## config.mk

```make
export PLATFORM = sky130hd
export DESIGN_NAME = fifo_rd_packer
export DESIGN_NICKNAME = d
export VERILOG_FILES = /design/src/rtl/fifo_rd_packer.sv
export SDC_FILE = /design/constraint.sdc
export NUM_CORES = 1
export LEC_CHECK = 0
export CORE_MARGIN = 4
export CORE_UTILIZATION = 55
export CTS_BUF_LIST = sky130_fd_sc_hd__clkbuf_4
export DETAILED_ROUTE_END_ITERATION = 10
export GPL_TIMING_DRIVEN = 0
export PLACE_DENSITY = 0.83
export SLEW_MARGIN = 10
export SYNTH_ARGS = -nofsm -noshare
export SYNTH_HDL_FRONTEND = slang
export SYNTH_SLANG_ARGS = --single-unit
```

## constraint.sdc

```tcl
create_clock -name rd_clk -period 4.1 [get_ports rd_clk]
set_input_delay 0.615 -clock rd_clk [delete_from_list [all_inputs] [get_ports rd_clk]]
set_output_delay 0.615 -clock rd_clk [all_outputs]
set_load 0.01 [all_outputs]
```

## src/rtl/fifo_rd_packer.sv

```systemverilog
// Purpose: pops narrow words from a first-word-fall-through FIFO and packs PACK of them into one keep-masked beat.
// Latency: the beat appears one cycle after the pop that completes it, or after the pop that serves a flush.
// Backpressure: popping pauses only when the last lane is reached and the output slot is still held; build with RD_PACKER_TIMEOUT_EN for idle auto-flush.
module fifo_rd_packer #(
  parameter int DATA_SIZE = 8,
  parameter int PACK      = 4,
  parameter int TIMEOUT   = 16
) (
  input  logic                      rd_clk,
  input  logic                      rd_rst,
  input  logic                      rd_empty,
  input  logic [DATA_SIZE-1:0]      rd_data,
  output logic                      rd_inc,
  input  logic                      flush,
  output logic                      out_valid,
  input  logic                      out_ready,
  output logic [DATA_SIZE*PACK-1:0] out_data,
  output logic [PACK-1:0]           out_keep
);

  localparam int IW = (PACK > 1) ? $clog2(PACK) : 1;
  localparam int CW = $clog2(PACK + 1);
  localparam int KW = PACK + 1;
  localparam logic [IW-1:0] LAST = IW'(PACK - 1);

  // Catch out-of-range parameters at elaboration time.
  if (PACK < 2 || PACK > 16 || TIMEOUT < 1 || TIMEOUT > 255) begin : g_bad_param
    $error("fifo_rd_packer: PACK or TIMEOUT out of range");
  end

  logic [PACK-1:0][DATA_SIZE-1:0] acc_q, acc_d;
  logic [PACK-1:0][DATA_SIZE-1:0] data_q, data_d;
  logic [PACK-1:0][DATA_SIZE-1:0] beat;
  logic [IW-1:0]                  idx_q, idx_d;
  logic [PACK-1:0]                keep_q, keep_d, keep_part;
  logic                           valid_q, valid_d;
  logic                           pend_q, pend_d;
  logic                           slot_free, pop, full_beat, serve, tmo_hit;
  logic [CW-1:0]                  count;
  logic [KW-1:0]                  keep_wide;

  // The last lane may only be filled when the slot can take the completed beat.
  assign slot_free = !valid_q || out_ready;
  assign rd_inc    = !rd_rst && !rd_empty && ((idx_q < LAST) || slot_free);
  assign pop       = rd_inc;
  assign full_beat = pop && (idx_q == LAST);
  // A full beat has priority; the pending flush then sees an empty accumulator.
  assign serve     = pend_q && slot_free && !full_beat;
  assign count     = CW'(idx_q) + CW'(pop);
  assign keep_wide = (KW'(1) << count) - KW'(1);
  assign keep_part = keep_wide[PACK-1:0];

  assign out_valid = valid_q;
  assign out_data  = data_q;
  assign out_keep  = keep_q;

`ifdef RD_PACKER_TIMEOUT_EN
  logic [7:0] idle_q, idle_d;

  // Count idle cycles with a partial beat held; reaching TIMEOUT raises a flush.
  always_comb begin
    idle_d  = idle_q;
    tmo_hit = 1'b0;
    if (pop || flush || idx_q == '0) begin
      idle_d = '0;
    end else if (!pend_q) begin
      idle_d  = idle_q + 8'd1;
      tmo_hit = (idle_d == 8'(TIMEOUT));
    end
  end

  // Idle counter register.
  always_ff @(posedge rd_clk) begin
    if (rd_rst) idle_q <= '0;
    else        idle_q <= idle_d;
  end
`else
  assign tmo_hit = 1'b0;
`endif

  // Accumulate popped words and move full or flushed beats into the output slot.
  always_comb begin
    acc_d   = acc_q;
    idx_d   = idx_q;
    data_d  = data_q;
    keep_d  = keep_q;
    valid_d = valid_q;
    beat    = '0;
    // Lanes below idx come from the accumulator, the lane at idx from the word popping now.
    for (int i = 0; i < PACK; i++) begin
      if (i < int'(idx_q))                beat[i] = acc_q[i];
      else if (i == int'(idx_q) && pop)   beat[i] = rd_data;
    end
    if (valid_q && out_ready) valid_d = 1'b0;
    if (pop) begin
      acc_d[idx_q] = rd_data;
      idx_d        = idx_q + IW'(1);
    end
    if (full_beat) begin
      idx_d   = '0;
      data_d  = beat;
      keep_d  = '1;
      valid_d = 1'b1;
    end else if (serve && count != '0) begin
      idx_d   = '0;
      data_d  = beat;
      keep_d  = keep_part;
      valid_d = 1'b1;
    end
    pend_d = serve ? 1'b0 : (pend_q || flush || tmo_hit);
  end

  // State registers; reset drops any partial words and the held beat.
  always_ff @(posedge rd_clk) begin
    if (rd_rst) begin
      acc_q   <= '0;
      idx_q   <= '0;
      data_q  <= '0;
      keep_q  <= '0;
      valid_q <= 1'b0;
      pend_q  <= 1'b0;
    end else begin
      acc_q   <= acc_d;
      idx_q   <= idx_d;
      data_q  <= data_d;
      keep_q  <= keep_d;
      valid_q <= valid_d;
      pend_q  <= pend_d;
    end
  end

endmodule

```

# Yosys cells after proc, flatten, opt, wreduce, memory -nomap -nowiden
# Index checks and enable logic that the tools add are counted.
# totals
output_inout_bits,38
wordCells,68
regBits,72
# op_classes
n_shift,1
order_cmp,6
muxes,17
addsub,3
n_reduce_logical,25
n_eq_ne,4
# ops
cell,count
two-way mux 32 bit,2
two-way mux 8 bit,8
bitwise mux 32 bit,1
demux 8 bit (select 2 bit),1
logical AND 1 bit,12
two-way mux 4 bit,2
nonzero test 3 bit,2
equality test 2 bit (first input constant),2
zero test 1 bit,4
< comparator 1 x 2 -> 1 bit (first input constant),2
<< shifter 1 x 3 -> 4 bit (first input constant),1
subtractor 4 x 2 -> 4 bit (second input constant),1
adder 2 x 1 -> 3 bit,1
logical OR 1 bit,3
< comparator 2 x 3 -> 1 bit (second input constant),1
two-way mux 1 bit,3
OR reduction 3 bit,1
adder 2 x 1 -> 2 bit (second input constant),1
equality test 1 x 2 -> 1 bit (first input constant),1
equality test 2 bit (second input constant),1
>= comparator 2 x 1 -> 1 bit (second input constant),1
zero test 2 bit,1
< comparator 2 bit (first input constant),1
< comparator 2 bit (second input constant),1
2 further kinds,2

# Depth between registers and ports, before layout
# Gate-level depths: netlist of the first run.
# depth
depth_word,10
ltp_mapped,12

# Least setup slack after synthesis of the first run
# OpenSTA, ideal clock, no wires.
# synth_path
path_type,input -> register
startpoint,input out_ready
endpoint,register keep_q[1] (netlist: out_keep[1])
arrival_time_ns,2.575
t_required_ns,3.967
path_buffers,2
slack_ns,1.393
stages,11
path_cell_list,nand3b_1 nand2_1 inv_1 ha_1 ha_1 or3_4 and3_4 buf_6 buf_6 o21ai_2 a21oi_1
# synth_between
elab_chain_cells,8
word_cells_on_any_way,15
cone_classes,add/sub: 2; shift: 1; mux: 2; reduce/logical: 10
# synth_lines
item,line,text
"start, declared",16,"input logic out_ready,"
logical OR 1 bit (*),43,assign slot_free = !valid_q || out_ready;
logical OR 1 bit (*),44,assign rd_inc = !rd_rst && !rd_empty && ((idx_q < LAST) || slot_free);
logical AND 1 bit (*),44,
named net rd_inc,13,"output logic rd_inc,"
adder 2 x 1 -> 3 bit / logical AND 1 bit (equally long branches),"49, 46",
<< shifter 1 x 3 -> 4 bit / zero test 1 bit (equally long branches),"50, 48",
subtractor 4 x 2 -> 4 bit / logical AND 1 bit (equally long branches),"50, 48",
two-way mux 4 bit / logical AND 1 bit (equally long branches),104,end else if (serve && count != '0) begin
two-way mux 4 bit / nonzero test 2 bit (equally long branches),-,
"end signal, assigned",126,keep_q <= keep_d;
"end, declared",35,"logic [PACK-1:0] keep_q, keep_d, keep_part;"
# Mark *: on every way through the listed nets, which the timed path passes. The rest lies on a longest branch. The select of a mux whose other input is x is not followed.
# A chain may end at the register's enable or synchronous reset.

# Worst setup path after layout of the first run
# layout_path
startpoint,input out_ready
endpoint,"register data_q, in the netlist out_data[6]"
# layout_between
elab_chain_cells,8
word_cells_on_any_way,16
cone_classes,add/sub: 1; mux: 4; reduce/logical: 11
# layout_lines
item,line,text
logical OR 1 bit (*),43,
branches (longest 7 deep; another with adder 2 x 1 -> 3 bit),-,
"end signal, assigned",125,data_q <= data_d;
"end, declared",32,"logic [PACK-1:0][DATA_SIZE-1:0] data_q, data_d;"
# Every way passes the cells marked *. The select of a mux whose other input is x is not followed.

==> impl_metrics.yaml, run 1 <==
floorplan:
  die_h_um: 79.5
  io_pins: 51
  rows: 25
  start_util_pct: 57.9
  core-area_um2: 4850
  die_area_um2: 6310
  fp.dieW_um: 79.5
yosys:
  synthCells: 288
  yosys.cell_count.top_type: "dfxtp_1"
  synth_area_um2: 2810
  async_reset_ff_share_pct: 0
  synth_warnings: 0
  synth.net_count: 308
  synth-edff-count: 0
  seq_area_frac_synth_pct: 45.6
  synth.avg_cell_area_um2: 9.75
  synth_common_cells: "dfxtp_1, nand2_1, nor2_1, a21oi_1, nor3_2"
  synthFlopType: "dfxtp_1"
  netlist-cell-type-count: 33
  synth_area_leader_cell: "dfxtp_1"
  synth_area_leaders: "dfxtp_1, nor3_2, mux2i_1, a211oi_1, a22oi_1"
  synthDominantCellAreaShare_pct: 45.6
  ys_ff_latch: 64
worst_hold_path:
  worstHoldStart: "acc_q[2]"
  hold_path.class: "flip-flop to flip-flop"
clock_tree:
  ctsResizeCount: 0
  cts.clk_slew.worst_paths_ns: 0.10
  cts_buffers: 9
  postCtsSetupBuffers: 0
  cts_root_buf: "clkbuf_4"
  clock_path_buffers: 2
  clock_latency_ns: 0.42
  htreeDepth: 3
  cts_tree: "built"
  clock-sinks: 64
  cts_hold_buffers: 0
placed_design:
  port_buffers: 50
  placed_cell_area_um2: 3390
  place_inst: 405
  gp_congestion: 0.793
  place_hpwl_mm: 4.90
  post-place-ws_ns: 0.787
timing:
  fin_ws_ns: 1.20
  fin_setup_tns_ns: 0
  setup_viol: 0
  max_freq_ghz: 0.345
  grt_setup_unrepaired: "false"
  whs_ns: 0.461
  relSlewSlack_pct: 65.4
  drv_slew: 0
  tightest_slew_ns: 0.520
  min_period_over_period_pct: 70.8
  finClkSkew_ns: 0.0117
  finalHoldViolations: 0
  fin_crit_ns: 2.90
route:
  via_per_inst: 5.81
  drc: 0
  routed_wirelength_mm: 7.13
  drt_iter0_markers: 208
  ant_nets: 0
  drt-pass1-iter-count: 7
  via_count: 2447
  wl_per_cell_um: 16.9
critical_path:
  cp_max_fo: 10
  cp_num_buf_inv: 4
  r2r_slack_ns: 1.27
  start_kind: "primary input"
  worst_setup_path_end_kind: "flip-flop"
  cp-startpoint: "out_ready"
  r2r-start: "idx_q[0]"
  arrival_ns: 3.19
  worstPathCellList: "clkdlybuf4s50_1 > nand3b_1 > nand2_1 > inv_1 > ha_1 > ha_1 > or3_4 > and3_4 > buf_6 > buf_6 > nor3_2 > a311oi_1"
  worstPathRequired_ns: 4.38
  critPathTopFamily: "simple AND/OR/NAND/NOR gates"
  slowest_stage: "clkdlybuf4s50_1"
  path_class: "primary input to flip-flop"
  cpPeakStageDelay_ns: 0.41
outcome:
  status: "completed"
finish:
  area_growth_pct: 25.4
  drive_above_1_share_pct: 15.5
  fin_area_um2: 3520
  num_antenna_cells: 0
  layoutNonFillerInstCount: 421
  nets: 369
  final_util_pct: 72.6
power_and_ir_drop:
  peakVddDrop_mv: 0.250
  p_per_area_nw_per_um2: 371
  p_leak_nw: 1.32
  power_mw: 1.31
global_routing:
  grt-ovfl-total: 0
  grt_use_total_pct: 25.2
  grt_start_max_net_pins: 11
  grt_pass1_wl_mm: 12.2
  antenna_found_initial: 0
  grt_pass1_vias: 2424
run:
  drv_cap: 0
[power by group]
| part | internal, mW | leakage [nW] | switching (mW) |
|---|---|---|---|
| sequential | 0.652 | 0.520 | 0.0199 |
| clock | 0.194 | 0.0757 | 0.224 |
| combinational | 0.107 | 0.723 | 0.109 |
| total | 0.952 | 1.32 | 0.353 |
[worst paths after layout]
kind | to | cells past startpoint
max | out_data[6] | 12
min | acc_q[2] | 2
max reg2reg | out_data[6] | 12
min reg2reg | acc_q[2] | 2
[logic make-up after synthesis]
| family | count (synthesis) | share of synthesized area (%) |
|---|---|---|
| and+or+nand+nor | 108 | 23.1 |
| DFF | 64 | 45.6 |
| AOI/OAI and AO/OA | 63 | 15.6 |
| buffers and inverters | 27 | 5.88 |
| muxes | 17 | 6.06 |
| adders and majority gates | 7 | 3.12 |
| xor gates and xnor gates | 2 | 0.624 |
[sequential cells by signal (all words and copies together), names as in the netlist]
signal / flops
pend_q: 1
out_data: 32
out_valid: 1
acc_q: 24
idx_q: 2
out_keep: 4
[layout by cell type (no fill, tap or decap), types with 5 or more instances in the layout]
cell type | synthesis | final
buf_6 | 7 | 7
clkbuf_1 | 10 | 10
nand2b_1 | 9 | 9
nor3_1 | 9 | 9
mux2i_1 | 17 | 17
nand2_1 | 29 | 29
a22oi_1 | 16 | 16
clkbuf_4 | 0 | 11
a211oi_1 | 16 | 16
nor2_1 | 20 | 20
ha_1 | 7 | 7
buf_2 | 5 | 5
a311oi_1 | 9 | 9
clkdlybuf4s50_1 | 0 | 50
nand3_1 | 10 | 10
nor3_2 | 18 | 18
a21oi_1 | 18 | 18
dfxtp_1 | 64 | 64
[layer usage]
layer / vias up / global-route usage [%] / wire [um]
met5: - / 0 / 0
met4: 0 / 11.0 / 152
met3: 21 / 4.74 / 500
met2: 102 / 40.6 / 3420
met1: 1158 / 32.8 / 3060
li1: 1166 / - / -
[tightest hold or removal path, stage by stage (launching register included)]
cell and delay [ns]:
dfxtp_1 0.32, nand2_1 0.05, a21oi_1 0.05
[cell type report]
| cell class | count | area, um^2 |
|---|---|---|
| Multi-Input combinational cell | 197 | 1360 |
| Clock buffer | 11 | 82.6 |
| Sequential cell | 64 | 1280 |
| Fill cell | 384 | 1330 |
| Tap cell | 67 | 83.8 |
| Clock inverter | 5 | 47.5 |
| Buffer | 24 | 154 |
| Inverter | 3 | 11.3 |
| Timing Repair Buffer | 50 | 500 |
Note: power is estimated with default switching activity, not from simulation.
==> inputs of run 2 (changes only) <==
Settings changed: CORE_UTILIZATION 55 to 54, PLACE_DENSITY 0.83 to 0.82.
Clock period 4.1 ns to 2.8 ns, I/O delays scaled along.
==> impl_metrics.yaml, run 2 (synthesized netlist as in run 1, its figures left out) <==
outcome:
  status: "completed"
global_routing:
  grt-ovfl-total: 0
  met1_usage_pct: 30.2
  met2_usage_pct: 39.8
  grt_use_met3_pct: 5.94
  grt_pass1_vias: 2442
  grt_pass1_wl_mm: 11.7
  grt_use_total_pct: 24.0
  busiest_layer: "met2"
  grt_start_max_net_pins: 11
  antenna_found_initial: 0
critical_path:
  slowest_stage: "clkdlybuf4s50_1"
  cp_max_fo: 10
  worst_setup_path_end_kind: "flip-flop"
  crit_end: "out_data[22]"
  reg2reg_depth: 12
  worstPathRequired_ns: 3.08
  cpPeakStageDelay_ns: 0.54
  worstPathCellList: "clkdlybuf4s50_1 > nor2_4 > nand2_2 > inv_1 > ha_1 > ha_1 > or3_4 > and3_4 > buf_6 > buf_6 > nor3_2 > a211oi_1"
  cp-startpoint: "rd_rst"
  timing.rr.end: "out_data[22]"
  start_kind: "primary input"
  r2r-start: "idx_q[0]"
  path_class: "primary input to flip-flop"
  arrival_ns: 2.92
  r2r_slack_ns: 0.19
placed_design:
  port_buffers: 50
  place_hpwl_mm: 4.84
  placed_cell_area_um2: 3390
  gp_congestion: 0.770
timing:
  fin_setup_tns_ns: 0
  finClkSkew_ns: 0.00959
  fin_crit_ns: 2.64
  tightest_slew_ns: 0.519
  grt_setup_unrepaired: "false"
  min_period_over_period_pct: 94.2
  finalHoldViolations: 0
  setup_viol: 0
  max_freq_ghz: 0.379
  whs_ns: 0.461
  drv_slew: 0
  relSlewSlack_pct: 65.2
worst_hold_path:
  hold_path.class: "flip-flop to flip-flop"
floorplan:
  rows: 25
  die_h_um: 80.1
  start_util_pct: 57.5
  core-area_um2: 4880
  fp.dieW_um: 80.1
  die_area_um2: 6420
  io_pins: 51
route:
  routed_wirelength_mm: 6.97
  via_per_inst: 5.68
  drc: 0
  via_count: 2397
  ant_nets: 0
  wl_per_cell_um: 16.5
  drt_iter0_markers: 194
  drt-pass1-iter-count: 4
power_and_ir_drop:
  p_per_area_nw_per_um2: 512
  power_mw: 1.79
  p_leak_nw: 1.31
  peakVddDrop_mv: 0.352
run:
  drv_cap: 0
finish:
  area_growth_pct: 24.8
  nets: 370
  mostFrequentLayoutCells: "dfxtp_1, clkdlybuf4s50_1, nand2_1"
  drive_above_1_share_pct: 15.8
  layout_commonest_cell: "dfxtp_1"
  num_antenna_cells: 0
  largest_register_ffs: 32
  fin_area_um2: 3500
clock_tree:
  clock_latency_ns: 0.41
  cts_root_buf: "clkbuf_4"
  cts_tree: "built"
  htreeDepth: 3
  clock-sinks: 64
  cts_buffers: 9
  cts_hold_buffers: 0
  clock_path_buffers: 2
  cts.clk_slew.worst_paths_ns: 0.10
[run 2: routing by layer]
layer  share of wire (%)  vias to the layer above  routed length, um
met3                 6.6                       11                460
met2                  48                       88               3380
met1                  43                     1134               3030
li1                    -                     1164                  -
met4                 1.4                        0                 97
met5                   0                        -                  0
[run 2: through the flow]
stage / std cells / setup slack, ns / utilization, %
after global routing: 422 / 0.0189 / 71.8
after floorplan: 288 / 0.244 / -
final: 422 / 0.163 / 71.8
after global placement: 405 / -0.306 / 69.5
after detailed placement: 405 / -0.327 / 69.5
after CTS: 422 / 0.167 / 71.8
[run 2: cell type report]
| cell class | instances | area (um^2) |
|---|---|---|
| timing repair buffer | 51 | 508 |
| multi-input combinational | 197 | 1360 |
| fill | 383 | 1380 |
| sequential | 64 | 1280 |
| clock buffer | 10 | 75.1 |
| clock inverter | 6 | 26.3 |
| buffer | 24 | 154 |
| tap | 67 | 83.8 |
| inverter | 3 | 11.3 |
[run 2: worst min path at each step]
stage / from / endpoint / slack [ns] / cells after the start
global placement: acc_q[2] / acc_q[2] / 0.44 / 2
floorplan: acc_q[0] / acc_q[0] / 0.44 / 2
finish: acc_q[4] / acc_q[4] / 0.46 / 2
detailed placement: acc_q[4] / acc_q[4] / 0.45 / 2
global route: acc_q[6] / acc_q[6] / 0.49 / 2
CTS: acc_q[4] / acc_q[4] / 0.46 / 2
[run 2: timing repair]
item,4_1_cts,5_1_grt
endpoints found under the setup margin,7,0
gates resized for setup,1,0
buffers inserted,1,0
[run 2: critical path, delay by kind of cell]
family | cells | cell delay (ns)
simple gates | 5 | 1.11
buf+inv | 4 | 0.93
fa+ha+maj | 2 | 0.37
compound gates | 1 | 0.08
[run 2: power by group]
part | switching, mW | internal (mW)
sequential | 0.0282 | 0.954
clock | 0.318 | 0.179
combinational | 0.157 | 0.157
==> inputs of run 3 (changes only) <==
Settings changed: CTS_CLUSTER_DIAMETER set to 80, GPL_ROUTABILITY_DRIVEN set to 0.
==> results of run 3 <==
No change in the layout: final DEF, timing and power equal those of run 2.
